--- src/rtl/lfsr_crypto_engine_if.sv ---
// Configuration, input-stream and output-stream signals of the LFSR crypto engine.
// The master side (driver) configures and feeds bytes; the slave side is the engine.
interface lfsr_crypto_engine_if #(
  parameter int W  = 8,
  parameter int PW = 6
);
  logic          cfg_valid;
  logic          cfg_ready;
  logic          cfg_mode;
  logic [W-1:0]  cfg_taps;
  logic [W-1:0]  cfg_seed;
  logic [PW-1:0] cfg_pre_len;

  logic          in_valid;
  logic          in_ready;
  logic [W-1:0]  in_data;

  logic          out_valid;
  logic          out_ready;
  logic [W-1:0]  out_data;
  logic          out_last;

  logic          busy;
  logic          done;
  logic          err;

  modport master (
    output cfg_valid, cfg_mode, cfg_taps, cfg_seed, cfg_pre_len,
    input  cfg_ready,
    output in_valid, in_data,
    input  in_ready,
    input  out_valid, out_data, out_last,
    output out_ready,
    input  busy, done, err
  );

  modport slave (
    input  cfg_valid, cfg_mode, cfg_taps, cfg_seed, cfg_pre_len,
    output cfg_ready,
    input  in_valid, in_data,
    output in_ready,
    output out_valid, out_data, out_last,
    input  out_ready,
    output busy, done, err
  );
endinterface

--- src/rtl/lfsr_crypto_engine.sv ---
// Frame-based LFSR stream cipher: encrypts a message into a padded fixed-length frame,
// or recovers the keystream from the first cipher byte and decrypts a frame.
module lfsr_crypto_engine #(
  parameter int           W         = 8,
  parameter int           FRAME_LEN = 64,
  parameter int           MSG_LEN   = 41,
  parameter logic [W-1:0] PAD_CHAR  = W'(8'h20),
  parameter int           PW        = $clog2(FRAME_LEN)
) (
  input logic                 CLK,
  input logic                 start,
  lfsr_crypto_engine_if.slave bus
);

  typedef enum logic [3:0] {
    IDLE, EPRE, EBODY, EPOST, DSEED, DPRE, DBODY, DPOST, DONE
  } state_t;

  localparam logic [PW-1:0] MAX_PRE  = PW'(FRAME_LEN - MSG_LEN);
  localparam logic [PW-1:0] LAST_IDX = PW'(FRAME_LEN - 1);

  state_t        state_q, state_d;
  logic [W-1:0]  lfsr_q, lfsr_d;
  logic [W-1:0]  taps_q, taps_d;
  logic [PW-1:0] preLen_q, preLen_d;
  logic [PW-1:0] idx_q, idx_d;
  logic          err_q, err_d;
  logic          done_q, done_d;
  logic          outValid_q, outValid_d;
  logic [W-1:0]  outData_q, outData_d;
  logic          outLast_q, outLast_d;

  logic          cfgReady, inReady, canOut;
  logic          emit, emitLast, advance;
  logic [W-1:0]  emitData, stepSrc;
  logic [PW-1:0] preSat, preEnd, bodyEnd;

  assign canOut  = !outValid_q || bus.out_ready;
  assign preSat  = (bus.cfg_pre_len > MAX_PRE) ? MAX_PRE : bus.cfg_pre_len;
  assign preEnd  = preLen_q - PW'(1);
  assign bodyEnd = preLen_q + PW'(MSG_LEN - 1);

  // State register; start overrides every handshake and abandons any partial frame.
  always_ff @(posedge CLK) begin
    if (start) begin
      state_q    <= IDLE;
      lfsr_q     <= '0;
      taps_q     <= '0;
      preLen_q   <= '0;
      idx_q      <= '0;
      err_q      <= 1'b0;
      done_q     <= 1'b0;
      outValid_q <= 1'b0;
      outData_q  <= '0;
      outLast_q  <= 1'b0;
    end else begin
      state_q    <= state_d;
      lfsr_q     <= lfsr_d;
      taps_q     <= taps_d;
      preLen_q   <= preLen_d;
      idx_q      <= idx_d;
      err_q      <= err_d;
      done_q     <= done_d;
      outValid_q <= outValid_d;
      outData_q  <= outData_d;
      outLast_q  <= outLast_d;
    end
  end

  // Next-state logic: each stage decides whether it consumes/produces a byte this cycle,
  // and the shared tail below loads the output register and steps the LFSR and byte index.
  always_comb begin
    state_d    = state_q;
    lfsr_d     = lfsr_q;
    taps_d     = taps_q;
    preLen_d   = preLen_q;
    idx_d      = idx_q;
    err_d      = err_q;
    done_d     = 1'b0;
    outValid_d = outValid_q && !bus.out_ready;
    outData_d  = outData_q;
    outLast_d  = outValid_d ? outLast_q : 1'b0;
    cfgReady   = 1'b0;
    inReady    = 1'b0;
    emit       = 1'b0;
    emitData   = '0;
    emitLast   = 1'b0;
    advance    = 1'b0;
    stepSrc    = lfsr_q;

    case (state_q)
      IDLE: begin
        cfgReady = 1'b1;
        if (bus.cfg_valid) begin
          taps_d = bus.cfg_taps;
          idx_d  = '0;
          err_d  = 1'b0;
          if (!bus.cfg_mode) begin
            lfsr_d   = bus.cfg_seed;
            preLen_d = preSat;
            state_d  = (preSat == '0) ? EBODY : EPRE;
          end else begin
            // The decrypt keystream is recovered from the first cipher byte, which is always padding.
            lfsr_d   = '0;
            preLen_d = (preSat == '0) ? PW'(1) : preSat;
            state_d  = DSEED;
          end
        end
      end
      EPRE: begin
        if (canOut) begin
          emit     = 1'b1;
          emitData = PAD_CHAR ^ lfsr_q;
          advance  = 1'b1;
          if (idx_q == preEnd) state_d = EBODY;
        end
      end
      EBODY: begin
        inReady = canOut;
        if (bus.in_valid && canOut) begin
          emit     = 1'b1;
          emitData = bus.in_data ^ lfsr_q;
          emitLast = (idx_q == LAST_IDX);
          advance  = 1'b1;
          if (idx_q == bodyEnd) state_d = (idx_q == LAST_IDX) ? DONE : EPOST;
        end
      end
      EPOST: begin
        if (canOut) begin
          emit     = 1'b1;
          emitData = PAD_CHAR ^ lfsr_q;
          emitLast = (idx_q == LAST_IDX);
          advance  = 1'b1;
          if (idx_q == LAST_IDX) state_d = DONE;
        end
      end
      DSEED: begin
        inReady = 1'b1;
        if (bus.in_valid) begin
          stepSrc = bus.in_data ^ PAD_CHAR;
          advance = 1'b1;
          state_d = (preLen_q == PW'(1)) ? DBODY : DPRE;
        end
      end
      DPRE: begin
        inReady = 1'b1;
        if (bus.in_valid) begin
          if ((bus.in_data ^ lfsr_q) != PAD_CHAR) err_d = 1'b1;
          advance = 1'b1;
          if (idx_q == preEnd) state_d = DBODY;
        end
      end
      DBODY: begin
        inReady = canOut;
        if (bus.in_valid && canOut) begin
          emit     = 1'b1;
          emitData = bus.in_data ^ lfsr_q;
          emitLast = (idx_q == bodyEnd);
          advance  = 1'b1;
          if (idx_q == bodyEnd) state_d = (idx_q == LAST_IDX) ? DONE : DPOST;
        end
      end
      DPOST: begin
        inReady = 1'b1;
        if (bus.in_valid) begin
          advance = 1'b1;
          if (idx_q == LAST_IDX) state_d = DONE;
        end
      end
      DONE: begin
        if (canOut) begin
          done_d  = 1'b1;
          state_d = IDLE;
        end
      end
      default: state_d = IDLE;
    endcase

    if (emit) begin
      outValid_d = 1'b1;
      outData_d  = emitData;
      outLast_d  = emitLast;
    end
    if (advance) begin
      lfsr_d = {stepSrc[W-2:0], ^(stepSrc & taps_q)};
      idx_d  = idx_q + PW'(1);
    end
  end

  assign bus.cfg_ready = cfgReady;
  assign bus.in_ready  = inReady;
  assign bus.out_valid = outValid_q;
  assign bus.out_data  = outData_q;
  assign bus.out_last  = outLast_q;
  assign bus.busy      = (state_q != IDLE);
  assign bus.done      = done_q;
  assign bus.err       = err_q;

endmodule

--- src/flat_wrapper.sv ---
// flat-port wrapper written by rule: the top's interface ports become plain ports
module lfsr_crypto_engine_flat 
#(
  parameter int           W         = 8,
  parameter int           FRAME_LEN = 64,
  parameter int           MSG_LEN   = 41,
  parameter logic [W-1:0] PAD_CHAR  = W'(8'h20),
  parameter int           PW        = $clog2(FRAME_LEN)
)
  (CLK, start, bus_cfg_valid, bus_cfg_mode, bus_cfg_taps, bus_cfg_seed, bus_cfg_pre_len, bus_cfg_ready, bus_in_valid, bus_in_data, bus_in_ready, bus_out_valid, bus_out_data, bus_out_last, bus_out_ready, bus_busy, bus_done, bus_err);
  lfsr_crypto_engine_if #(.W(W), .PW(PW)) bus_i ();
  input logic CLK;
  input logic start;
  input wire logic [$bits(bus_i.cfg_valid)-1:0] bus_cfg_valid;
  input wire logic [$bits(bus_i.cfg_mode)-1:0] bus_cfg_mode;
  input wire logic [$bits(bus_i.cfg_taps)-1:0] bus_cfg_taps;
  input wire logic [$bits(bus_i.cfg_seed)-1:0] bus_cfg_seed;
  input wire logic [$bits(bus_i.cfg_pre_len)-1:0] bus_cfg_pre_len;
  output wire logic [$bits(bus_i.cfg_ready)-1:0] bus_cfg_ready;
  input wire logic [$bits(bus_i.in_valid)-1:0] bus_in_valid;
  input wire logic [$bits(bus_i.in_data)-1:0] bus_in_data;
  output wire logic [$bits(bus_i.in_ready)-1:0] bus_in_ready;
  output wire logic [$bits(bus_i.out_valid)-1:0] bus_out_valid;
  output wire logic [$bits(bus_i.out_data)-1:0] bus_out_data;
  output wire logic [$bits(bus_i.out_last)-1:0] bus_out_last;
  input wire logic [$bits(bus_i.out_ready)-1:0] bus_out_ready;
  output wire logic [$bits(bus_i.busy)-1:0] bus_busy;
  output wire logic [$bits(bus_i.done)-1:0] bus_done;
  output wire logic [$bits(bus_i.err)-1:0] bus_err;
  assign bus_i.cfg_valid = bus_cfg_valid;
  assign bus_i.cfg_mode = bus_cfg_mode;
  assign bus_i.cfg_taps = bus_cfg_taps;
  assign bus_i.cfg_seed = bus_cfg_seed;
  assign bus_i.cfg_pre_len = bus_cfg_pre_len;
  assign bus_cfg_ready = bus_i.cfg_ready;
  assign bus_i.in_valid = bus_in_valid;
  assign bus_i.in_data = bus_in_data;
  assign bus_in_ready = bus_i.in_ready;
  assign bus_out_valid = bus_i.out_valid;
  assign bus_out_data = bus_i.out_data;
  assign bus_out_last = bus_i.out_last;
  assign bus_i.out_ready = bus_out_ready;
  assign bus_busy = bus_i.busy;
  assign bus_done = bus_i.done;
  assign bus_err = bus_i.err;
  lfsr_crypto_engine #(.W(W), .FRAME_LEN(FRAME_LEN), .MSG_LEN(MSG_LEN), .PAD_CHAR(PAD_CHAR), .PW(PW)) u_core (.CLK(CLK), .start(start), .bus(bus_i));
endmodule
--- config.mk ---
export PLATFORM = sky130hd
export DESIGN_NAME = lfsr_crypto_engine_flat
export DESIGN_NICKNAME = d
export VERILOG_FILES = /design/src/rtl/lfsr_crypto_engine_if.sv /design/src/rtl/lfsr_crypto_engine.sv /design/src/flat_wrapper.sv
export SDC_FILE = /design/constraint.sdc
export NUM_CORES = 1
export LEC_CHECK = 0
export CAP_MARGIN = 20
export CORE_ASPECT_RATIO = 0.5
export CORE_MARGIN = 2
export CORE_UTILIZATION = 55
export CTS_CLUSTER_SIZE = 40
export DETAILED_ROUTE_END_ITERATION = 12
export PLACE_DENSITY = 0.84
export RECOVER_POWER = 25
export SYNTH_ARGS = -nofsm -noshare
export SYNTH_HDL_FRONTEND = slang
export SYNTH_SLANG_ARGS = --single-unit
--- constraint.sdc ---
create_clock -name CLK -period 5.3 [get_ports CLK]
set_clock_uncertainty 0.05 [all_clocks]
set_input_delay 1.325 -clock CLK [delete_from_list [all_inputs] [get_ports CLK]]
set_output_delay 1.325 -clock CLK [all_outputs]
set_load 0.01 [all_outputs]
# Word-level counts from Yosys, hierarchy flattened
# Cells that the tools add are included.
[op_classes]
n_eq_ne = 28
order_cmp = 1
n_mux = 53
add_sub_neg = 3
bitwise_logic = 5
n_mul = 0
n_reduce_logical = 20
shifts = 0
div = 0
[ops]
columns = ["cell", "n"]
rows = [
  ["$mux 4", 17],
  ["$mux 8", 8],
  ["$mux 6", 6],
  ["$pmux 4 s9", 1],
  ["$ne 2x1->1 const B", 11],
  ["$eq 4x3->1 const B", 4],
  ["$pmux 8 s2", 1],
  ["$mux 1", 13],
  ["$reduce_and 13->1", 1],
  ["$eq 6x6->1", 2],
  ["$and 8x8->8", 1],
  ["$eq 4x2->1 const B", 2],
  ["$ne 2x2->1 const B", 4],
  ["$ne 8x6->1 const B", 1],
  ["$reduce_xor 8->1", 1],
  ["$xor 8x8->8", 1],
  ["$add 6x1->6 const B", 1],
  ["$add 6x6->6 const B", 1],
  ["$eq 6x1->1 const B", 1],
  ["$eq 6x6->1 const B", 1],
  ["$gt 6x5->1 const B", 1],
  ["$logic_not 6->1", 1],
  ["$pmux 1 s2", 3],
  ["$pmux 1 s3", 2],
  ["other kinds (15)", 25],
]
[totals]
rom_bits = 0
output_inout_bits = 15
memories = 0
latchBits = 0
register_bits = 44
mem_bits_rw = 0
in_bits = 36
word_cells = 120

# Longest topological paths before layout
# Gate-level depths: netlist of the first run.
[logic_depth]
depth_word = 7
ltp_mapped = 9
depth_no_buf = 9

# Least setup slack after synthesis of the first run
# No wires, ideal clock.
[synth_path]
path_kind = "input-to-output"
startpoint = "in bus_out_ready"
endpoint = "out bus_in_ready"
slack_ps = 2144
n_path_buf = 0
t_arrival_ps = 1781
required_ps = 3925
path_stages = 4
cell_sequence = "nor2b_1 > nor2_1 > a21oi_1 > nor2_1"
[synth_between]
elab_chain_len = 2
[synth_rtl]
columns = ["item", "line_no", "text"]
rows = [
  ["start: declaration", "flat_wrapper.sv:26", "input wire logic [$bits(bus_i.out_ready)-1:0] bus_out_ready;"],
  ["$logic_or 1x1->1", "lfsr_crypto_engine.sv:38", "assign canOut = !outValid_q || bus.out_ready;"],
  ["$pmux 1 s2", "lfsr_crypto_engine.sv:91", "case (state_q)"],
  ["end: declaration", "flat_wrapper.sv:22", "output wire logic [$bits(bus_i.in_ready)-1:0] bus_in_ready;"],
]
# Every way passes these cells.

# Worst setup path in the final report of the first run
# Same ends and word-level chain as after synthesis.

==> impl_metrics.tcl, run 1 <==
set metrics [dict create \
    leakagePower_nw 1.257 \
    worstMarginPinSlew_ns 1.939 \
    grt_usage 0.2809 \
    critPathTopFamily "buffers and inverters" \
    ios 51 \
    crit_fanout 5 \
    r2r-end "u_core.idx_q[5]" \
    routabilityCongestion 0.8833 \
    finalCritPeriodShare 0.7766 \
    crit_required_ns 3.92 \
    finalMaxSlewViolations 44 \
    crit_arrival_ns 2.74 \
    hold-path-cell-count 2 \
    place_area_um2 3247 \
    cts_root_buf "clkbuf_8" \
    hpwlAfterDp_um 5350 \
    cts_tree "built" \
    ys_seq_area_frac 0.3241 \
    h-tree-depth 2 \
    maxSlewHeadroom -0.2927 \
    r2r-start "u_core.state_q[1]" \
    rsz0062_at_grt "no" \
    ir_drop_mv 0.1958 \
    syn2layout_area_growth_pct 23.30 \
    power_density_nw_per_um2 403.5 \
    hold_viol_final 0 \
    path_class "primary input to output pin" \
    wl_um 7330 \
    reg2reg_slack_ns 2.60 \
    violations "capacitance limit, slew limit" \
    async_flop_share 0 \
    fin_tns_setup_ns 0 \
    num-nets-final 437 \
    post_cts_buffers 0 \
    n_antenna_cell 0 \
    dieWidth_um 103.4 \
    hp-start "u_core.bus.out_last" \
    cts_num_sinks 44 \
    crit_slowest_cell "clkdlybuf4s50_1" \
    synth_top_area_frac 0.3241 \
    wl_per_cell_um 15.73 \
    max_freq_mhz 242.9 \
    ys_types 53 \
    antenna_found_initial 0 \
    clock_path_buffers 2 \
    reg2reg_depth 8 \
    grt_pass1_vias 2542 \
    finalPower_mw 1.352 \
    row_count 18 \
    yosys_register_bits 44 \
    clk_pin_slew_ns 0.09 \
    die_h_um 53.71 \
    synthCells 355 \
    netlist_area_um2 2718 \
    synth_area_leader_cell "dfxtp_1" \
    io_buffers 50 \
    avgSynthCellArea_um2 7.655 \
    cts.hold.buffers_added 0 \
    max-cap-violations 1 \
    grt_max_degree 44 \
    gr-total-overflow 0 \
    fp.coreArea_um2 4842 \
    whs_endpoint "u_core.bus.out_last" \
    syn_nets 397 \
    status "finished, violations left" \
    path_cells "clkdlybuf4s50_1 -> nor2b_1 -> nor2_1 -> a21oi_1 -> nor2_1 -> clkdlybuf4s50_1" \
    endpoint_kind "output pin" \
    nFillCells 412 \
    setup_viol 0 \
    hold_path.class "register to register" \
    drc_errors 0 \
    drive_above_1_share 0.05556 \
    post_cts_resized 0 \
    ant_nets 0 \
    clock_latency_ns 0.30 \
    cpPeakStageDelay_ns 0.49 \
    die_area_um2 5554 \
    grt_pass1_wl_um 12030 \
    crit_path_start_kind "primary input" \
    fin_area_um2 3351 \
    yosysWarnings 0 \
    synthTopCellsByArea "dfxtp_1 32%, nor2_1 6.6%, nand2_1 5.2%" \
    synth-edff-count 0 \
    min_period_ns 4.116 \
    critPathBufInv 2 \
    drt_iter0_drc 209 \
    via_per_inst 5.983 \
    ys.flop_type "dfxtp_1" \
    numCtsBuffers 5 \
    start_util 0.5612 \
    firstDrtPassIters 5 \
    vias 2788 \
]
[layout make-up]
class | instances | area, um2 | area share
clock buffer | 6 | 72.57 | 0.02166
clock inverter | 2 | 35.03 | 0.01046
inverter | 15 | 56.30 | 0.01680
multi-input combinational | 277 | 1707 | 0.5093
sequential | 44 | 880.8 | 0.2629
tap | 70 | 87.58 | 0.02614
timing repair buffer | 52 | 511.7 | 0.1527
[Yosys cell counts (4+ instances only)]
library cell and number:
a21oi_1 27, nor3_1 8, o21ai_0 19, nand4_1 7, o22ai_1 4, dfxtp_1 44, a31oi_1 5, inv_1 15
a222oi_1 7, nor3b_1 9, clkbuf_1 16, ha_1 6, nand3b_1 5, a221oi_1 4, xor2_1 10, a211oi_1 13
nor2_1 48, nand3_1 8, and3_1 5, xnor2_1 7, nand2_1 38
[cell usage in the layout, fill, tap and decap left out, types with 8 or more instances in the layout]
master / instances
xor2_1: 10
nor2_1: 48
dlygate4sd3_1: 10
dfxtp_1: 44
nor3b_1: 9
a21oi_1: 27
o21ai_0: 19
nand3_1: 8
nand2_1: 38
a211oi_1: 13
nor3_1: 8
clkdlybuf4s50_1: 40
inv_1: 15
[routing by layer]
metal / track usage / part of all wire / up-vias
met5: 0 / 0 / -
met4: 0.08772 / 0.0093 / 0
met3: 0.04416 / 0.063 / 7
met2: 0.4645 / 0.47 / 117
met1: 0.3826 / 0.46 / 1296
li1: - / - / 1368
[state kept, by name, indices dropped and copies added, names as in the netlist]
signal and cells:
u_core.bus.out_data 8, u_core.taps_q 8, u_core.state_q 4, u_core.bus.out_valid 1, u_core.bus.out_last 1, u_core.bus.err 1, u_core.bus.done 1, u_core.preLen_q 6
u_core.lfsr_q 8, u_core.idx_q 6
[metrics by stage]
stage	util	hold slack (ns)	std cells	setup slack, ns
after global placement	0.6705	0.3920	458	1.218
after global routing	0.6920	0.4213	466	1.095
after detailed placement	0.6705	0.3993	458	1.197
final	0.6920	0.4022	466	1.184
after CTS	0.6928	0.4090	466	1.194
after floorplan	-	0.3996	355	2.144
[power by group]
part	switching, mW	internal (mW)
Combinational	0.327	0.265
Clock	0.119	0.140
Sequential	0.101	0.399
[worst max path at each step]
| stage | from | to | cells past startpoint |
|---|---|---|---|
| floorplan | bus_out_ready | bus_in_ready | 4 |
| global placement | bus_out_ready | bus_in_ready | 6 |
| finish | bus_out_ready | bus_in_ready | 6 |
| CTS | bus_out_ready | bus_in_ready | 6 |
| global route | bus_out_ready | bus_in_ready | 6 |
| detailed placement | bus_out_ready | bus_in_ready | 6 |
[worst reg2reg max path, stage by stage (launching register included)]
cell and delay [ns]:
dfxtp_1 0.57, nand2b_1 0.27, a22o_1 0.29, a22oi_1 0.24, nor2_1 0.07, buf_4 0.22, nor2_1 0.50, a21oi_1 0.09
a211oi_1 0.29
[cells by family after synthesis]
logic type	Yosys count	share of synthesized area
mux	6	0.02532
xor+xnor	18	0.06307
buf+inv	34	0.04788
flops	44	0.3241
fa+ha+maj	6	0.02762
simple gates	147	0.2652
compound gates	100	0.2468
No activity file was read; power rests on OpenSTA's default activity.
==> run 2, diff against run 1 <==
--- a/config.mk
+++ b/config.mk
@@ -8,10 +8,10 @@
 export CAP_MARGIN = 20
 export CORE_ASPECT_RATIO = 0.5
 export CORE_MARGIN = 2
-export CORE_UTILIZATION = 55
+export CORE_UTILIZATION = 47
 export CTS_CLUSTER_SIZE = 40
 export DETAILED_ROUTE_END_ITERATION = 12
-export PLACE_DENSITY = 0.84
+export PLACE_DENSITY = 0.76
 export RECOVER_POWER = 25
 export SYNTH_ARGS = -nofsm -noshare
 export SYNTH_HDL_FRONTEND = slang
==> constraint.sdc (replaced) <==
create_clock -name CLK -period 3.45 [get_ports CLK]
set_clock_uncertainty 0.05 [all_clocks]
set_input_delay 0.8625 -clock CLK [delete_from_list [all_inputs] [get_ports CLK]]
set_output_delay 0.8625 -clock CLK [all_outputs]
set_load 0.01 [all_outputs]
==> run 2 against run 1 <==
  * The flow now finishes without violations
  * Flip-flop and latch count stayed put
  * Sequential power is 52% higher
  * Final area is 2.3% higher
  * Via count is 0.11% lower
  * Wire length is 1.4% lower
  * Clock power is 85% higher
  * Non-clock buffer count is 5 higher
  * Critical path depth stayed put
  * Sequential share of layout area is 0.59 points lower
  * Power is 60% higher
  * Global-route usage is 5.6 points lower
  * Largest cell class unchanged
==> impl_metrics.tcl, run 2 (same netlist as run 1, synthesis figures left out) <==
set metrics [dict create \
    status "complete, no violations" \
    row_count 19 \
    critPathBufInv 2 \
    syn2layout_area_growth_pct 26.15 \
    via_per_inst 5.876 \
    fin_tns_setup_ns 0 \
    num-nets-final 442 \
    r2r-start "u_core.state_q[2]" \
    crit_slowest_cell "clkdlybuf4s50_1" \
    drive_above_1_share 0.06484 \
    path_cells "clkdlybuf4s50_1 -> nor2b_1 -> nor2_1 -> a21oi_1 -> nor2_1 -> clkdlybuf4s50_1" \
    grt_pass1_wl_um 11850 \
    clock_path_buffers 2 \
    leakagePower_nw 1.300 \
    reg2reg_slack_ns 0.85 \
    h-tree-depth 2 \
    ir_drop_mv 0.3553 \
    wl_um 7227 \
    gr-max-usage-layer "met2" \
    drt_iter0_drc 249 \
    setup_viol 0 \
    path_class "primary input to output pin" \
    cts_tree "built" \
    vias 2785 \
    endpoint_kind "output pin" \
    critPathTopFamily "buffers and inverters" \
    power_density_nw_per_um2 630.1 \
    fin_cells 474 \
    crit_arrival_ns 2.16 \
    hp-start "u_core.bus.out_last" \
    cts_num_sinks 44 \
    r2r-end "u_core.lfsr_q[0]" \
    wl_per_cell_um 15.25 \
    startpoint "bus_out_ready" \
    antenna_found_initial 0 \
    grt_pass1_vias 2500 \
    cts.hold.buffers_added 0 \
    die_area_um2 6443 \
    post_cts_resized 0 \
    finalMaxSlewViolations 0 \
    crit_fanout 2 \
    hpwlAfterDp_um 5296 \
    firstDrtPassIters 5 \
    multi_input_area_um2 1707 \
    io_buffers 50 \
    hold_viol_final 0 \
    post_cts_buffers 0 \
    worstMarginPinSlew_ns 0.9242 \
    start_util 0.4906 \
    max-cap-violations 0 \
    cpPeakStageDelay_ns 0.54 \
    hold-path-cell-count 2 \
    fp.coreArea_um2 5539 \
    use_met3 0.04498 \
    ant_nets 0 \
    routabilityCongestion 0.8806 \
    maxSlewHeadroom 0.3839 \
    ios 51 \
    min_period_ns 3.077 \
    layout_common_cells "48 x nor2_1, 44 x dfxtp_1, 40 x clkdlybuf4s50_1" \
    die_h_um 57.77 \
    dieWidth_um 111.5 \
    whs_endpoint "u_core.bus.out_last" \
    met2_usage 0.3667 \
    dpl.cell_count 466 \
    seq_area_um2 880.8 \
    clock_latency_ns 0.28 \
    reg2reg_depth 7 \
    numCtsBuffers 5 \
    rsz0062_at_grt "no" \
    grt_usage 0.2250 \
    hold_path.class "register to register" \
    crit_path_start_kind "primary input" \
    final_common_cell "nor2_1" \
    gr-total-overflow 0 \
    max_freq_mhz 325.0 \
    cts_root_buf "clkbuf_16" \
    nFillCells 506 \
    grt_max_degree 43 \
    use_met1 0.3154 \
    n_antenna_cell 0 \
    crit_required_ns 2.54 \
    finalCritPeriodShare 0.8918 \
    drc_errors 0 \
    clk_pin_slew_ns 0.06 \
]
[run 2: cell types whose count changed in the layout (fill, tap and decap cells not counted)]
| cell | delta |
|---|---|
| buf_4 | +4 |
| bufinv_16 | -1 |
| clkbuf_1 | +1 |
| clkbuf_16 | +5 |
| clkbuf_2 | +1 |
| clkbuf_8 | -4 |
| clkinv_2 | -1 |
[run 2: routing by layer]
| metal | vias to the layer above | part of all wire |
|---|---|---|
| met3 | 5 | 0.065 |
| met2 | 85 | 0.45 |
| met5 | - | 0 |
| li1 | 1372 | - |
| met4 | 0 | 0.0062 |
| met1 | 1323 | 0.48 |
[run 2: metrics by stage]
step / setup slack [ns] / power, mW / hold WS (ns) / area [um2] / util
3_3_place_gp: 0.2978 / 1.658 / 0.3915 / 3288 / 0.5936
3_5_place_dp: 0.2671 / 1.689 / 0.4046 / 3288 / 0.5936
2_1_floorplan: 0.8890 / 1.375 / 0.3996 / 2718 / -
4_1_cts: 0.3668 / 2.170 / 0.4134 / 3435 / 0.6201
5_1_grt: 0.2641 / 2.313 / 0.4364 / 3428 / 0.6189
6_report: 0.3734 / 2.160 / 0.4065 / 3428 / 0.6189
[run 2: worst max-delay path by stage]
stage                            end  slack [ns]  cells after the start
floorplan           u_core.lfsr_q[0]        0.89                      7
detailed placement  u_core.lfsr_q[0]        0.27                      8
finish                  bus_in_ready        0.37                      6
CTS                     bus_in_ready        0.37                      6
global placement    u_core.lfsr_q[0]        0.30                      8
global route            bus_in_ready        0.26                      6
[run 2: worst reg2reg max path, stage by stage (launching register included)]
cell      delay, ns
dfxtp_1        0.64
and3b_2        0.36
nand2_4        0.15
mux2_4         0.35
o211ai_2       0.17
xor2_1         0.16
xnor3_1        0.41
a211oi_2       0.21
[run 2: cell type report]
| class | instances | area share |
|---|---|---|
| Timing Repair Buffer | 57 | 0.1595 |
| Sequential cell | 44 | 0.2569 |
| Clock buffer | 8 | 0.04270 |
| Multi-Input combinational cell | 277 | 0.4978 |
| Tap cell | 73 | 0.02664 |
| Inverter | 15 | 0.01642 |
[run 2: report_power, final]
| group | switching (mW) | internal [mW] |
|---|---|---|
| Combinational | 0.500 | 0.419 |
| Clock | 0.189 | 0.289 |
| Sequential | 0.148 | 0.614 |
